### src/rtl/spi_stream_buffer.sv
// spi_stream_buffer: host-side TX/RX FIFOs around a start/done SPI master core.
// The sequencer issues one frame at a time and only when an RX slot is free,
// so received words can never be lost.
module spi_stream_buffer #(
    parameter int word_width = 8,
    parameter int depth      = 4
) (
    input  logic                    clk,
    input  logic                    reset,
    input  logic                    enable,
    input  logic [word_width-1:0]   tx_data,
    input  logic                    tx_write,
    output logic                    tx_full,
    output logic [$clog2(depth):0]  tx_count,
    output logic [word_width-1:0]   rx_data,
    input  logic                    rx_read,
    output logic                    rx_empty,
    output logic                    overflow,
    input  logic                    flag_clear,
    output logic                    busy,
    output logic                    ss_active,
    output logic                    spi_start,
    output logic [word_width-1:0]   spi_data_out,
    input  logic [word_width-1:0]   spi_data_in,
    input  logic                    spi_done
);

    localparam int AW = $clog2(depth);
    localparam int CW = AW + 1;

    localparam logic [1:0] IDLE  = 2'd0;
    localparam logic [1:0] ISSUE = 2'd1;
    localparam logic [1:0] WAIT  = 2'd2;
    localparam logic [1:0] GAP   = 2'd3;

    logic [1:0]            state;
    logic [1:0]            state_next;

    logic [word_width-1:0] tx_mem [depth];
    logic [AW-1:0]         tx_wr_ptr;
    logic [AW-1:0]         tx_rd_ptr;
    logic [CW-1:0]         tx_cnt;
    logic [CW-1:0]         tx_cnt_next;

    logic [word_width-1:0] rx_mem [depth];
    logic [AW-1:0]         rx_wr_ptr;
    logic [AW-1:0]         rx_rd_ptr;
    logic [CW-1:0]         rx_cnt;
    logic [CW-1:0]         rx_cnt_next;

    logic                  tx_push;
    logic                  tx_pop;
    logic                  rx_push;
    logic                  rx_pop;
    logic                  start_ok;

    assign tx_push  = tx_write & ~tx_full;
    assign tx_pop   = (state == ISSUE);
    assign rx_push  = (state == WAIT) & spi_done;
    assign rx_pop   = rx_read & ~rx_empty;
    // Start only with a word to send and a guaranteed RX slot for its reply.
    assign start_ok = enable && (tx_cnt != '0) && (rx_cnt < CW'(depth));

    assign tx_cnt_next = tx_cnt + CW'(tx_push) - CW'(tx_pop);
    assign rx_cnt_next = rx_cnt + CW'(rx_push) - CW'(rx_pop);

    assign tx_count  = tx_cnt;
    assign rx_data   = rx_empty ? '0 : rx_mem[rx_rd_ptr];
    assign busy      = (state != IDLE);
    assign ss_active = (state == ISSUE) || (state == WAIT);
    assign spi_start = (state == ISSUE);

    // Sequencer next-state decode.
    always_comb begin
        state_next = state;
        case (state)
            IDLE:    if (start_ok) state_next = ISSUE;
            ISSUE:   state_next = WAIT;
            WAIT:    if (spi_done) state_next = GAP;
            GAP:     state_next = IDLE;
            default: state_next = IDLE;
        endcase
    end

    // Sequencer state and outgoing word, latched from the TX head on ISSUE entry.
    always_ff @(posedge clk or negedge reset) begin
        if (!reset) begin
            state        <= IDLE;
            spi_data_out <= '0;
        end else begin
            state <= state_next;
            if (state == IDLE && start_ok)
                spi_data_out <= tx_mem[tx_rd_ptr];
        end
    end

    // FIFO storage; contents need no reset because pointers and counts gate every read.
    always_ff @(posedge clk) begin
        if (tx_push) tx_mem[tx_wr_ptr] <= tx_data;
        if (rx_push) rx_mem[rx_wr_ptr] <= spi_data_in;
    end

    // TX FIFO pointers, count and registered full flag.
    always_ff @(posedge clk or negedge reset) begin
        if (!reset) begin
            tx_wr_ptr <= '0;
            tx_rd_ptr <= '0;
            tx_cnt    <= '0;
            tx_full   <= 1'b0;
        end else begin
            if (tx_push) tx_wr_ptr <= tx_wr_ptr + AW'(1);
            if (tx_pop)  tx_rd_ptr <= tx_rd_ptr + AW'(1);
            tx_cnt  <= tx_cnt_next;
            tx_full <= (tx_cnt_next == CW'(depth));
        end
    end

    // RX FIFO pointers, count and registered empty flag.
    always_ff @(posedge clk or negedge reset) begin
        if (!reset) begin
            rx_wr_ptr <= '0;
            rx_rd_ptr <= '0;
            rx_cnt    <= '0;
            rx_empty  <= 1'b1;
        end else begin
            if (rx_push) rx_wr_ptr <= rx_wr_ptr + AW'(1);
            if (rx_pop)  rx_rd_ptr <= rx_rd_ptr + AW'(1);
            rx_cnt   <= rx_cnt_next;
            rx_empty <= (rx_cnt_next == '0);
        end
    end

    // Sticky overflow on a dropped write; a drop outranks a same-cycle clear.
    always_ff @(posedge clk or negedge reset) begin
        if (!reset)
            overflow <= 1'b0;
        else if (tx_write && tx_full)
            overflow <= 1'b1;
        else if (flag_clear)
            overflow <= 1'b0;
    end

endmodule

### config.mk
export PLATFORM = sky130hd
export DESIGN_NAME = spi_stream_buffer
export DESIGN_NICKNAME = d
export VERILOG_FILES = /design/src/rtl/spi_stream_buffer.sv
export SDC_FILE = /design/constraint.sdc
export NUM_CORES = 1
export LEC_CHECK = 0
export CORE_MARGIN = 2
export CORE_UTILIZATION = 50
export DETAILED_ROUTE_END_ITERATION = 8
export PLACE_DENSITY = 0.8
export SETUP_SLACK_MARGIN = 0.2
export SLEW_MARGIN = 5
export SYNTH_ARGS = -nofsm -noshare
export SYNTH_HDL_FRONTEND = slang
export SYNTH_SLANG_ARGS = --single-unit
### constraint.sdc
create_clock -name clk -period 3.38 [get_ports clk]
set_input_delay 0.676 -clock clk [delete_from_list [all_inputs] [get_ports clk]]
set_output_delay 0.676 -clock clk [all_outputs]
set_load 0.02 [all_outputs]
Word-level counts from Yosys, hierarchy flattened
Memories as Yosys holds them, arrays and structs flattened. A register that Yosys moved wholly into a read port is not among the register bits. Cells that the tools add are included. Widths: inputs -> output; s select.

Register bits after elaboration: 19. Memory bits (writable): 64. Input bits: 23. Output and inout bits: 25. Memories: 2.

Memories: rx_mem (depth 4, width 8, rd ports 1, clocked after Yosys merged registers in 0, wr ports 1, RTL line 45) `logic [word_width-1:0] rx_mem [depth];`; tx_mem (depth 4, width 8, rd ports 1, clocked after Yosys merged registers in 1, wr ports 1, RTL line 39) `logic [word_width-1:0] tx_mem [depth];`.

Bitwise gates (word level): 5. Reduce and logical (&&, ||, !) cells: 12. Equal/unequal tests: 6. Mux-type cells: 10. Magnitude comparators: 1. Add/subtract/negate cells: 8.

Operator list (count): $add 2x1->2 const B (4); $mux 8 (1); $pmux 2 s4 (1); $add 3x1->3 (2); $mux 1 (6); $sub 3x1->3 (2); $eq 2x2->1 const B (2); $logic_and 1x1->1 (4); $mux 2 (2); $ne 2x2->1 const B (2); $reduce_bool 2->1 (2); $and 1x1->1 (3); $eq 3x3->1 const B (1); $logic_not 3->1 (1); $lt 3x3->1 const B (1); $reduce_bool 3->1 (1); $eq 2x1->1 const B (1); $logic_not 2->1 (1); $not 1->1 (2); $reduce_and 2->1 (1); $logic_not 1->1 (1); $logic_or 1x1->1 (1).

Depth between registers and ports, before layout
Gate-level depths: netlist (run 1).

Depth after elaboration: 5. Depth in mapped cells: 11.

Worst setup path after synthesis (run 1)
Ideal clock, no wire load.

Path kind: in2reg. Start: input port rx_read. End: register rx_empty. Slack: 1193 ps. Path buffers: 0. Arrival: 2106 ps. Stages: 9. Required time: 3298 ps. Cell sequence: nor2b_1 > ha_1 > inv_1 > ha_1 > inv_1 > fa_1 > xnor2_1 > xnor2_1 > nor3_1.

Word-level cells in the longest chain between the ends: 3.

RTL lines: start: declaration (RTL line 16) `input logic rx_read,`; $and 1x1->1 (RTL line 60) `assign rx_pop = rx_read & ~rx_empty;`; $sub 3x1->3 (RTL line 65) `assign rx_cnt_next = rx_cnt + CW'(rx_push) - CW'(rx_pop);`; net rx_cnt_next[2] (RTL line 49) `logic [CW-1:0] rx_cnt_next;`; $logic_not 3->1 (RTL line 129) `rx_empty <= (rx_cnt_next == '0);`; end signal: assignment (RTL line 129); end: declaration (RTL line 17) `output logic rx_empty,`.

The timed path passes the listed nets, and every way through them passes these cells. A chain may end at the register's enable or synchronous reset.

Final worst setup path (run 1)
Start: register rx_rd_ptr[0]. End: output port rx_data[6].

Word-level cells in the longest chain between the ends: 2.

RTL lines: start: declaration (RTL line 47) `logic [AW-1:0] rx_rd_ptr;`; start signal: assignment (RTL line 127) `if (rx_pop) rx_rd_ptr <= rx_rd_ptr + AW'(1);`; $mem_v2 4x8; $mux 8 (RTL line 68) `assign rx_data = rx_empty ? '0 : rx_mem[rx_rd_ptr];`; end: declaration (RTL line 15) `output logic [word_width-1:0] rx_data,`.

Every way passes these cells.

==> reports/metrics.yaml, run 1 <==
run_status:
  status: "finished clean"
final_layout:
  num_antenna_cells: 0
  fillers: 537
  multi_input_area_um2: 1020
  drive_gt1_frac: 0.181
  design_area_um2: 4510
  regArea_um2: 2600
  nNetsFinal: 295
  syn2layout_area_growth_pct: 22.0
  stdcell_count: 358
worst_setup_path:
  startpoint_type: "flop"
  cpPeakStageDelay_ps: 730
  cp.arrival_ps: 2340
  crit_type: "flop to output port"
  end_kind: "output port"
  required_ps: 2700
  critPathSlowestCell: "dfrtp_1"
  timing.critical_path.cells: "mux4_2 -> nor2b_1 -> clkdlybuf4s50_1"
  reg2reg_slack_ps: 990
  path_max_fanout: 10
timing:
  rsz0062_at_grt: "false"
  max_freq_ghz: 0.332
  finalMaxSlewViolations: 0
  post-route-min-period_ps: 3010
  hold_violations: 0
  fin_tns_setup_ps: 0
  fin_worst_skew_ps: 6.44
  setup_viol: 0
  maxSlewHeadroom: 0.607
  worst_pin_slew_ps: 590
  period_share: 0.892
  whs_ps: 517
global_route:
  grt_util_all_layers: 0.159
  grt_start_max_net_pins: 28
  grt_pass1_wl_um: 9650
  grt_overflow: 0
  antenna_found_initial: 0
  grt_pass1_vias: 1925
synth:
  yosys_warnings: 0
  synth_top_family_by_area: "multiplexers"
  ys_types: 26
  synthCells: 199
  syn_avg_cell_area_um2: 18.6
  synthMuxAreaShare: 0.128
  synth_adder_area_share: 0.0650
  ys_seq_area_frac: 0.704
  yosys.area_share.simple: 0.0481
  syn-num-nets: 240
  synth-xor-area-share: 0.0261
  ys_top_cells_by_area: "edfxtp_1 52%, dfrtp_1 18%, mux4_2 9.8%, ha_1 5.4%, mux2_2 3.0%"
  synth_compound_area_frac: 0.00847
  synth_top_area_cell: "edfxtp_1"
  synth-seq-cells: 91
  synth_top_area_share: 0.520
  netlist_area_um2: 3690
cts:
  post_cts_buffers: 0
  cts_buffers: 9
  cts_sinks: 91
  path_clk_slew_ps: 90
  cts_tree: "done"
  cts.path.max_buffers: 2
  cts_root_buffer: "clkbuf_8"
  cts.repair.resized: 0
  cts_hold_buf: 0
  htree_levels: 3
  clkLatencyLatePin_ps: 350
floorplanning:
  fp.dieH_um: 90.0
  rows: 31
  die_area_um2: 8090
  io_pins: 48
  initial_core_util: 0.512
  core_area_um2: 7210
  die_w_um: 90.0
drt:
  drt_iter0_drc: 86
  vias: 1812
  avgViaCountPerCell: 5.06
  wirelength_um: 5940
  route.detailed.drc: 0
  dr.pass1.iters: 4
  wl_per_cell_um: 16.6
  ant_nets: 0
power:
  p_leak_nw: 1.68
  finalPower_w: 0.00398
  p_int_w: 0.00269
  swShare: 0.324
  power_frac_comb: 0.358
  pwr-share-clk: 0.209
  pwr_density_cell_nw_per_um2: 884
  peakVddDrop_v: 0.000472
  p_seq_frac: 0.433
  p_sw_w: 0.00129
placement:
  postPlaceCellArea_um2: 4280
  place_hpwl_um: 4030
  dp.cells: 342
  gp_congestion: 0.686
  io_buffers: 47
worst_hold_path:
  hold_path_class: "flop to flop"
run:
  maxCapViolations: 0
kinds of logic (layout without fill, tap and decap cells):
kind of cell	Yosys count	count (layout)
mux	26	26
buf+inv	18	78
flops	91	91
xor+xnor	11	11
compound gates	5	5
simple gates	30	30
fa+ha+maj	18	18
cell type report:
class | instances | share of cell area
flip-flops and latches | 91 | 0.577
multi-input cells | 90 | 0.226
repair buffers | 49 | 0.108
clock buffers | 9 | 0.0275
well taps | 99 | 0.0275
clock inverters | 7 | 0.0239
inverters | 13 | 0.0108
placed cells by master, fill, tap and decap left out, types with 2 or more instances in the layout:
cell / count
fa_1: 2
ha_1: 16
and2_1: 4
nor3_1: 2
mux2_2: 10
dfrtp_1: 26
nand2_1: 5
clkbuf_8: 9
xor2_1: 4
edfxtp_1: 64
buf_4: 2
and3_1: 4
nor2b_1: 10
o21ai_0: 3
clkdlybuf4s50_1: 47
inv_6: 2
xnor2_1: 7
mux4_2: 16
inv_8: 2
inv_1: 13
bufinv_16: 2
flip-flops by register name, summed over array words and instances, names as in the netlist:
signal        count
rx_rd_ptr         2
rx_cnt            3
overflow          1
tx_mem           32
tx_count          3
spi_data_out      8
rx_wr_ptr         2
state             2
tx_wr_ptr         2
tx_rd_ptr         2
tx_full           1
rx_empty          1
rx_mem           32
worst paths after layout:
check                      cells past startpoint                   startpoint                           to
max reg2reg                                   11         state[0]$_DFFE_PN0P_           rx_empty$_DFF_PN1_
max                                            3     rx_rd_ptr[0]$_DFFE_PN0P_                   rx_data[6]
min                                            1  spi_data_out[6]$_DFFE_PN0P_  spi_data_out[6]$_DFFE_PN0P_
min in group asynchronous                      2                        reset  spi_data_out[1]$_DFFE_PN0P_
min reg2reg                                    1  spi_data_out[6]$_DFFE_PN0P_  spi_data_out[6]$_DFFE_PN0P_
max in group asynchronous                      2                        reset           rx_empty$_DFF_PN1_
per-stage QoR:
stage	worst slack, ps	utilization
global route	243	0.625
detailed placement	537	0.593
finish	366	0.625
floorplan	1190	-
global placement	650	0.593
CTS	306	0.625
cell usage after synthesis:
| cell type | instances |
|---|---|
| nand2_2 | 1 |
| and3_1 | 4 |
| nand2b_1 | 1 |
| nand2_1 | 5 |
| a2bb2oi_1 | 1 |
| mux2_2 | 10 |
| o21a_1 | 1 |
| inv_1 | 13 |
| nor3_1 | 2 |
| fa_1 | 2 |
| nor2_1 | 1 |
| ha_1 | 16 |
| edfxtp_1 | 64 |
| and2_1 | 4 |
| mux4_2 | 16 |
| o21ai_0 | 3 |
| dfrtp_1 | 26 |
| buf_2 | 1 |
| xor2_1 | 4 |
| nor2b_1 | 10 |
| nor3b_2 | 1 |
| xnor2_1 | 7 |
| clkbuf_1 | 3 |
| nor3b_1 | 1 |
| dfstp_2 | 1 |
| buf_6 | 1 |
worst max-delay path: cells and delay by family, from the launching register on:
family | cells | cell delay [ps]
buffers and inverters | 1 | 530
DFF | 1 | 730
muxes | 1 | 580
and+or+nand+nor | 1 | 150
layer usage:
| metal | wire length, um | GRT usage |
|---|---|---|
| met4 | 82 | 0.0692 |
| met2 | 3090 | 0.277 |
| met5 | 0 | 0 |
| met3 | 224 | 0.0360 |
| met1 | 2550 | 0.194 |
power by group through the flow:
stage	combinational [W]	sequential, W	clock (W)
floorplan	0.000955	0.00171	0
global placement	0.00140	0.00175	0
detailed placement	0.00145	0.00176	0
CTS	0.00145	0.00174	0.000852
global route	0.00155	0.00177	0.000902
finish	0.00143	0.00172	0.000832
(Power assumes the default switching activity.)
==> inputs of run 2 (changes only) <==
==> constraint.sdc (replaced) <==
create_clock -name clk -period 2.8 [get_ports clk]
set_input_delay 0.56 -clock clk [delete_from_list [all_inputs] [get_ports clk]]
set_output_delay 0.56 -clock clk [all_outputs]
set_load 0.02 [all_outputs]
==> reports/metrics.yaml, run 2 (synthesized netlist as in run 1, its figures left out) <==
floorplanning:
  core_area_um2: 7210
  die_area_um2: 8090
  die_w_um: 90.0
  rows: 31
  initial_core_util: 0.512
  io_pins: 48
  fp.dieH_um: 90.0
timing:
  rsz0062_at_grt: "true"
  setup_viol: 0
  hold_violations: 0
  post-route-min-period_ps: 2400
  worst_pin_slew_ps: 585
  fin_tns_setup_ps: 0
  maxSlewHeadroom: 0.610
  fin_worst_skew_ps: 7.68
  period_share: 0.857
  max_freq_ghz: 0.417
  whs_ps: 526
  finalMaxSlewViolations: 0
drt:
  wirelength_um: 5950
  drt_iter0_drc: 65
  vias: 1826
  ant_nets: 0
  wl_per_cell_um: 16.5
  dr.pass1.iters: 4
  avgViaCountPerCell: 5.06
  route.detailed.drc: 0
final_layout:
  nNetsFinal: 298
  largestRegisters: "rx_mem (32), tx_mem (32), spi_data_out (8)"
  drive_gt1_frac: 0.195
  fillers: 541
  regArea_um2: 2600
  postLayoutCoreUtil: 0.626
  final_common_cell: "edfxtp_1"
  syn2layout_area_growth_pct: 22.3
  final_cell_mix: "64 x edfxtp_1, 39 x clkdlybuf4s50_1, 26 x dfrtp_1, 16 x mux4_2, 15 x ha_1"
  multi_input_area_um2: 1020
  num_antenna_cells: 0
cts:
  cts_hold_buf: 0
  path_clk_slew_ps: 100
  cts.path.max_buffers: 2
  cts_sinks: 91
  cts_root_buffer: "clkbuf_8"
  cts_buffers: 9
  htree_levels: 3
  cts_tree: "done"
  post_cts_buffers: 0
  clkLatencyLatePin_ps: 350
run:
  maxCapViolations: 0
worst_setup_path:
  r2r_start: "state[0]$_DFFE_PN0P_"
  setup.worst_path.start: "rx_rd_ptr[0]$_DFFE_PN0P_"
  crit_type: "flop to output port"
  end_kind: "output port"
  startpoint_type: "flop"
  cp.arrival_ps: 1840
  required_ps: 2240
  path_max_fanout: 6
worst_hold_path:
  min_from: "spi_data_out[3]$_DFFE_PN0P_"
  hold_path_class: "flop to flop"
global_route:
  grt_pass1_wl_um: 9740
  grt_overflow: 0
  grt_util_all_layers: 0.158
  grt_pass1_vias: 1963
  grt_start_max_net_pins: 28
  antenna_found_initial: 0
power:
  p_leak_nw: 1.72
  peakVddDrop_v: 0.000509
  finalPower_w: 0.00474
  pwr_density_cell_nw_per_um2: 1050
placement:
  gp_congestion: 0.746
  place_hpwl_um: 4070
  io_buffers: 47
run_status:
  status: "finished clean"
-- run 2: cell types whose count changed in the layout (fill, tap and decap cells not counted), moves of 2 or more --
| cell | delta |
|---|---|
| dlymetal6s2s_1 | +3 |
| dlygate4sd2_1 | +5 |
| clkdlybuf4s50_1 | -8 |
| buf_4 | +3 |
| clkinv_4 | +2 |
-- run 2: final timing paths --
path,to,slack (ps),depth (start not counted)
max,rx_data[6],400,4
min,spi_data_out[3]$_DFFE_PN0P_,530,1
max reg2reg,rx_empty$_DFF_PN1_,450,11
min reg2reg,spi_data_out[3]$_DFFE_PN0P_,530,1
max in group asynchronous,rx_empty$_DFF_PN1_,1900,2
min in group asynchronous,rx_rd_ptr[1]$_DFFE_PN0P_,590,2
-- run 2: worst max-delay path: stages, from the launching register on --
cell           delay (ps)
dfrtp_1               360
buf_4                 170
mux4_2                500
nor2b_1               150
dlygate4sd2_1         320
-- run 2: through the flow --
step	setup WS, ps	cells	instance area (um^2)
global route	181	361	4520
finish	401	361	4520
detailed placement	98.2	345	4300
global placement	186	345	4300
floorplan	635	199	3690
CTS	205	361	4510
-- run 2: power breakdown --
| group | switching (W) | total [W] | internal, W | leakage, nW |
|---|---|---|---|---|
| clock | 0.000493 | 0.000931 | 0.000438 | 0.110 |
| combinational | 0.000828 | 0.00176 | 0.000928 | 0.712 |
| sequential | 0.000259 | 0.00205 | 0.00179 | 0.903 |
-- run 2: timing repair --
item | CTS | global route
pin swaps | 0 | 0
endpoints found under the hold margin | 0 | 0
gates resized for setup | 5 | 4
endpoints found under the setup margin | 5 | 4
gates cloned | 0 | 0
-- run 2: routing by layer --
metal  GRT usage  wire length, um
met1       0.199             2630
met5           0                0
met4      0.0744              107
met2       0.261             2970
met3      0.0394              234
-- run 2: cell type report --
class,count,area share
clock buffer,9,0.0274
tap,99,0.0274
timing repair buffer,52,0.113
inverter,13,0.0108
multi-input combinational,90,0.226
clock inverter,7,0.0200
sequential,91,0.576
==> inputs of run 3 (changes only) <==
--- a/config.mk
+++ b/config.mk
@@ -8,7 +8,8 @@
 export CORE_MARGIN = 2
 export CORE_UTILIZATION = 50
 export DETAILED_ROUTE_END_ITERATION = 8
-export PLACE_DENSITY = 0.8
+export DONT_BUFFER_PORTS = 1
+export PLACE_DENSITY = 0.72
 export SETUP_SLACK_MARGIN = 0.2
 export SLEW_MARGIN = 5
 export SYNTH_ARGS = -nofsm -noshare
==> reports/metrics.yaml, run 3 (synthesized netlist as in run 1, its figures left out) <==
run_status:
  status: "finished clean"
placement:
  dpl_worst_slack_ps: 476
  gp_congestion: 0.721
  io_buffers: 0
  postPlaceCellArea_um2: 3800
  place_hpwl_um: 3830
timing:
  fin_tns_setup_ps: 0
  maxSlewHeadroom: 0.606
  hold_violations: 0
  finalMaxSlewViolations: 0
  post-route-min-period_ps: 2410
  postLayoutSetupSlackWorst_ps: 389
  fin_worst_skew_ps: 15.4
  max_freq_ghz: 0.415
  rsz0062_at_grt: "false"
  setup_viol: 0
  worst_pin_slew_ps: 591
  period_share: 0.861
run:
  maxCapViolations: 0
drt:
  avgViaCountPerCell: 5.21
  dr.pass1.iters: 4
  drt_iter0_drc: 91
  route.detailed.drc: 0
  wl_per_cell_um: 18.0
  vias: 1621
  ant_nets: 0
  wirelength_um: 5590
global_route:
  grt_start_max_net_pins: 27
  grt_util_all_layers: 0.153
  grt_overflow: 0
  grt_pass1_wl_um: 9250
  antenna_found_initial: 0
  grt_pass1_vias: 1766
power:
  pwr_density_cell_nw_per_um2: 1060
  p_leak_nw: 1.48
  peakVddDrop_v: 0.000654
final_layout:
  syn2layout_area_growth_pct: 8.67
  nNetsFinal: 248
  drive_gt1_frac: 0.212
  postLayoutCoreUtil: 0.556
  fillers: 558
  num_antenna_cells: 0
  design_area_um2: 4010
  final_common_cell: "edfxtp_1"
  regArea_um2: 2600
  final_cell_mix: "64 x edfxtp_1, 26 x dfrtp_1, 16 x mux4_2, 16 x ha_1, 13 x inv_1"
  multi_input_area_um2: 1020
  largestRegisters: "rx_mem (32), tx_mem (32), spi_data_out (8)"
cts:
  cts_root_buffer: "clkbuf_8"
  cts.path.max_buffers: 2
  clkLatencyLatePin_ps: 350
  cts.repair.resized: 0
  cts_tree: "done"
  cts_buffers: 9
  htree_levels: 3
  cts_sinks: 91
  path_clk_slew_ps: 90
floorplanning:
  fp.dieH_um: 90.0
  initial_core_util: 0.512
  die_area_um2: 8090
  rows: 31
  core_area_um2: 7210
  die_w_um: 90.0
  io_pins: 48
worst_setup_path:
  path_max_fanout: 10
  critPathBufInv: 0
  end_kind: "output port"
  cp.arrival_ps: 1850
  reg2reg_slack_ps: 470
  cpLargestDelayFamily: "flip-flops"
  cpPeakStageDelay_ps: 700
  timing.critical_path.cells: "mux4_2 -> nor2b_1"
  critPathSlowestCell: "dfrtp_1"
  startpoint_type: "flop"
  required_ps: 2240
  crit_type: "flop to output port"
worst_hold_path:
  hold_path_class: "input port to asynchronous set/reset pin"
[run 3: layout make-up]
type,instances,share of cell area
clock buffers,12,0.0362
inverters,13,0.0122
flip-flops and latches,91,0.647
multi-input cells,90,0.254
well taps,99,0.0309
clock inverters,4,0.0128
repair buffers,2,0.00686
[run 3: where the power goes]
part	total (W)	internal [W]	switching [W]
Clock	0.000867	0.000438	0.000429
Sequential	0.00221	0.00179	0.000415
Combinational	0.00119	0.000605	0.000586
Total	0.00427	0.00283	0.00143
[run 3: per-stage QoR]
step           instances  power, W  hold WS (ps)
2_1_floorplan        199   0.00321           264
3_3_place_gp         294   0.00341           266
3_5_place_dp         294   0.00346           265
4_1_cts              311   0.00433          11.5
5_1_grt              311   0.00454          8.19
6_report             311   0.00427          17.5
[run 3: path summary, 6_finish.rpt]
path / startpoint / end / cells after the start
min: reset / rx_cnt[1]$_DFF_PN0_ / 1
min in group clk: spi_data_in[0] / rx_mem[0][0]$_DFFE_PP_ / 0
max in group asynchronous: reset / spi_data_out[7]$_DFFE_PN0P_ / 1
min reg2reg: rx_cnt[0]$_DFF_PN0_ / rx_cnt[0]$_DFF_PN0_ / 1
max reg2reg: state[0]$_DFFE_PN0P_ / rx_empty$_DFF_PN1_ / 11
max: rx_rd_ptr[0]$_DFFE_PN0P_ / rx_data[6] / 2
[run 3: repair_timing]
item | CTS | global route
hold buffers | 1 | 0
setup buffers | 0 | 0
endpoints found under the hold margin | 26 | 0
[run 3: layer usage]
metal  share of wire  up-vias  track usage
met4           0.011        0       0.0615
met3           0.070        7       0.0604
li1                -      744            -
met2            0.49       41        0.249
met1            0.42      829        0.185
met5               0        -            0
